`config.mk`:
```
export PLATFORM = sky130hd
export DESIGN_NAME = mux16_1
export DESIGN_NICKNAME = d
export VERILOG_FILES = /design/src/rtl/mux16_1.sv
export SDC_FILE = /design/constraint.sdc
export NUM_CORES = 1
export LEC_CHECK = 0
export ABC_AREA = 1
export CORE_AREA = 10 10 47 49
export CTS_CLUSTER_DIAMETER = 80
export DETAILED_ROUTE_END_ITERATION = 6
export DIE_AREA = 0 0 57 59
export GPL_ROUTABILITY_DRIVEN = 0
export GPL_TIMING_DRIVEN = 1
export PLACE_DENSITY = 0.49
export SLEW_MARGIN = 40
export SYNTH_ARGS = -nofsm -noshare
export SYNTH_HDL_FRONTEND = slang
export SYNTH_SLANG_ARGS = --single-unit
```
`constraint.sdc`:
```
create_clock -name clk -period 1.24 [get_ports clk]
set_input_delay 0.248 -clock clk [delete_from_list [all_inputs] [get_ports clk]]
set_output_delay 0.248 -clock clk [all_outputs]
set_load 0.02 [all_outputs]
```
`src/rtl/mux16_1.sv`:
```
// mux16_1: registered 16-to-1 single-bit multiplexer.
// sel = {s3,s2,s1,s0} picks one of i0..i15; the chosen bit is captured in y on
// every rising edge of clk. rst_n clears y asynchronously.
// Optional build macro: MUX16_1_SEL_REG_EN registers the select lines first
// (select-to-y latency 2 cycles, data-to-y latency stays 1 cycle).
module mux16_1 (
    input  logic clk,
    input  logic rst_n,
    input  logic i0,
    input  logic i1,
    input  logic i2,
    input  logic i3,
    input  logic i4,
    input  logic i5,
    input  logic i6,
    input  logic i7,
    input  logic i8,
    input  logic i9,
    input  logic i10,
    input  logic i11,
    input  logic i12,
    input  logic i13,
    input  logic i14,
    input  logic i15,
    input  logic s0,
    input  logic s1,
    input  logic s2,
    input  logic s3,
    output logic y
);

    logic [15:0] data_s;
    logic [3:0]  sel_in_s;
    logic [3:0]  sel_s;
    logic        d_s;

    // Full 16-way decode of one bit; every code maps to exactly one input.
    function automatic logic pick_bit(input logic [15:0] data, input logic [3:0] sel);
        logic bit_v;
        case (sel)
            4'd0:    bit_v = data[0];
            4'd1:    bit_v = data[1];
            4'd2:    bit_v = data[2];
            4'd3:    bit_v = data[3];
            4'd4:    bit_v = data[4];
            4'd5:    bit_v = data[5];
            4'd6:    bit_v = data[6];
            4'd7:    bit_v = data[7];
            4'd8:    bit_v = data[8];
            4'd9:    bit_v = data[9];
            4'd10:   bit_v = data[10];
            4'd11:   bit_v = data[11];
            4'd12:   bit_v = data[12];
            4'd13:   bit_v = data[13];
            4'd14:   bit_v = data[14];
            4'd15:   bit_v = data[15];
            default: bit_v = 1'b0;
        endcase
        return bit_v;
    endfunction

    assign data_s   = {i15, i14, i13, i12, i11, i10, i9, i8,
                       i7,  i6,  i5,  i4,  i3,  i2,  i1, i0};
    assign sel_in_s = {s3, s2, s1, s0};

`ifdef MUX16_1_SEL_REG_EN
    logic [3:0] sel_r;

    // Select register: decouples the select path from the data path by one stage.
    always_ff @(posedge clk or negedge rst_n) begin
        if (!rst_n) begin
            sel_r <= 4'd0;
        end else begin
            sel_r <= sel_in_s;
        end
    end

    assign sel_s = sel_r;
`else
    assign sel_s = sel_in_s;
`endif

    // Next-state selection of the output bit from the live data inputs.
    always_comb begin
        d_s = 1'b0;
        d_s = pick_bit(data_s, sel_s);
    end

    // Output flop: samples the selected bit every edge, cleared asynchronously.
    always_ff @(posedge clk or negedge rst_n) begin
        if (!rst_n) begin
            y <= 1'b0;
        end else begin
            y <= d_s;
        end
    end

endmodule

```
==> results.ini, run 1 <==
[synthesis]
syn-num-nets=67
syn_area_um2=231
syn_inst=45
syn_area_per_cell_um2=5.14
synth-xor-area-share=0
synth_fa_ha_area_frac=0
muxShareOfSynthArea=0
synth_top_family_by_area=simple AND/OR/NAND/NOR gates
ys_seq_area_frac=0.108
synth_compound_area_frac=0
post_synth_num_cell_types=13
synthSimpleGateAreaFrac=0.751
ys_seq_elements=1
ys_warn_count=0

[route]
drt-initial-drc-count=1
viasPerCell=4.19
m1WireLength_um=446
firstDrtPassIters=3
drc=0
wl_met2_um=425
met3WireLength_um=99
ant_nets=0
totalWireLength_um=970
via_count=356
wire_per_inst_um=11.4
dr.max_layer_used=met3

[timing]
setup_violations=0
max_freq_ghz=0.878
fin_crit_sh=0.918
fin_crit_ps=1140
final_hold_viol_count=0
setup_ws_ps=102
rsz0062_at_grt=false
maxSlewHeadroom=0.857
tightestPinTransition_ps=214
slew_violations=0

[critical_path]
slowest_delay_ps=590
end_kind=output pin
critPathMaxFanout=1
critPathBufInv=1
worstPathArrival_ps=890
cp-start-kind=flop
crit_type=reg2out
cp_slowest_cell=clkdlybuf4s50_1
critical-path-top-delay-family=buffers and inverters
cp_cell_sequence=clkdlybuf4s50_1
cp.required_ps=990

[power_and_ir_drop]
power.density_nw_per_um2=345
irDropWorstVdd_mv=0.107
leakagePower_nw=0.338

[finish]
top_register=y
drive_gt1_frac=0.145
nets=93
area.growth.synth_to_final_pct=124
largest_register_ffs=1
fin_cells=85
reg.largest.list=y (1)
fillerInstances=168
diodes=0

[clock_network]
clk_pin_slew_worst_paths_ps=0
cts_hold_buf=0

[global_route]
grt_use_total=0.0519
grt_pass1_wl_um=1560
grt_pass1_vias=364
antenna_found_initial=0
gr-total-overflow=0
grt_max_degree=10

[floorplan]
start_util=0.165
core-area_um2=1400
rows=14
die_area_um2=3360
fp.dieW_um=57
die_height_um=59
pin_count=23

[placement]
pre_cts_slack_ps=-348
port_buffers=22
dp_cells=83
hpwl_um=783

[min_path]
hold_path_class=in2async

[outcome]
status=finished clean

[flow_run]
drv_cap=0

-- logic make-up after synthesis --
kind of cell	after synthesis
buf+inv	5
flops	1
simple gates	39
-- routing by layer --
layer / up-vias / global-route usage
met5: - / 0
met4: 0 / 0
met3: 0 / 0.0215
met2: 13 / 0.0915
met1: 145 / 0.0606
li1: 198 / -
-- cell type report --
cell class / instances / area, µm² / area share
timing repair buffer: 26 / 278 / 0.536
multi-input combinational: 39 / 181 / 0.350
tap: 16 / 20.0 / 0.0386
sequential: 1 / 25.0 / 0.0483
inverter: 3 / 13.8 / 0.0266
-- through the flow --
step | hold WS (ps) | instance area (µm²) | utilization | total power [mW] | setup TNS, ps
6_report | 398 | 518 | 0.370 | 0.179 | 0
5_1_grt | 409 | 518 | 0.370 | 0.197 | 0
4_1_cts | 400 | 482 | 0.344 | 0.183 | 0
3_5_place_dp | 398 | 468 | 0.334 | 0.180 | -348
3_3_place_gp | 400 | 468 | 0.334 | 0.180 | -330
2_1_floorplan | -47.6 | 231 | - | 0.0945 | 0
-- synth_stat cells --
library cell / n / share of area
or2_1: 1 / 0.027
inv_1: 1 / 0.016
buf_4: 1 / 0.032
inv_4: 1 / 0.027
nand3b_1: 1 / 0.032
nand3_1: 13 / 0.28
nor2_1: 10 / 0.16
nand4_1: 1 / 0.027
nor2_2: 1 / 0.027
nand2_1: 12 / 0.19
dfrtp_1: 1 / 0.11
inv_2: 1 / 0.016
buf_6: 1 / 0.049
-- timing repair --
item / in CTS / in global routing
hold endpoints to repair: 0 / 0
gates resized for setup: 9 / 19
setup buffers: 0 / 1
gates cloned: 1 / 0
pin swaps: 0 / 24
setup endpoints to repair: 1 / 1
-- where the power goes --
group          leakage [nW]  total, mW  internal, mW  switching, mW
registers            0.0123     0.0386        0.0377       0.000908
logic                 0.326      0.140        0.0834         0.0569
clock network             0          0             0              0
total                 0.338      0.179         0.121         0.0578
-- cells in the final DEF (no fill, tap or decap), types with 2 or more instances in the layout --
cell type / instances
dlymetal6s2s_1: 12
nor2_1: 9
clkdlybuf4s50_1: 6
nand2_1: 12
dlygate4sd2_1: 2
nand3_1: 13
buf_6: 2
buf_4: 3
-- worst max path at each step --
stage                            from          end  cells past startpoint
after floorplan                    s1  y$_DFF_PN0_                      8
after global placement             s1  y$_DFF_PN0_                      8
after detailed placement           s1  y$_DFF_PN0_                      8
after CTS                          i6  y$_DFF_PN0_                      7
after global routing               s0  y$_DFF_PN0_                      8
final                     y$_DFF_PN0_            y                      1
No activity file was read; power rests on OpenSTA's default activity.
==> run 2: changes to the inputs <==
--- a/config.mk
+++ b/config.mk
@@ -10,7 +10,6 @@
 export CTS_CLUSTER_DIAMETER = 80
 export DETAILED_ROUTE_END_ITERATION = 6
 export DIE_AREA = 0 0 57 59
-export GPL_ROUTABILITY_DRIVEN = 0
 export GPL_TIMING_DRIVEN = 1
 export PLACE_DENSITY = 0.49
 export SLEW_MARGIN = 40
==> results of run 2 <==
Same layout as run 1: the final DEF is identical, and so are final timing and power.
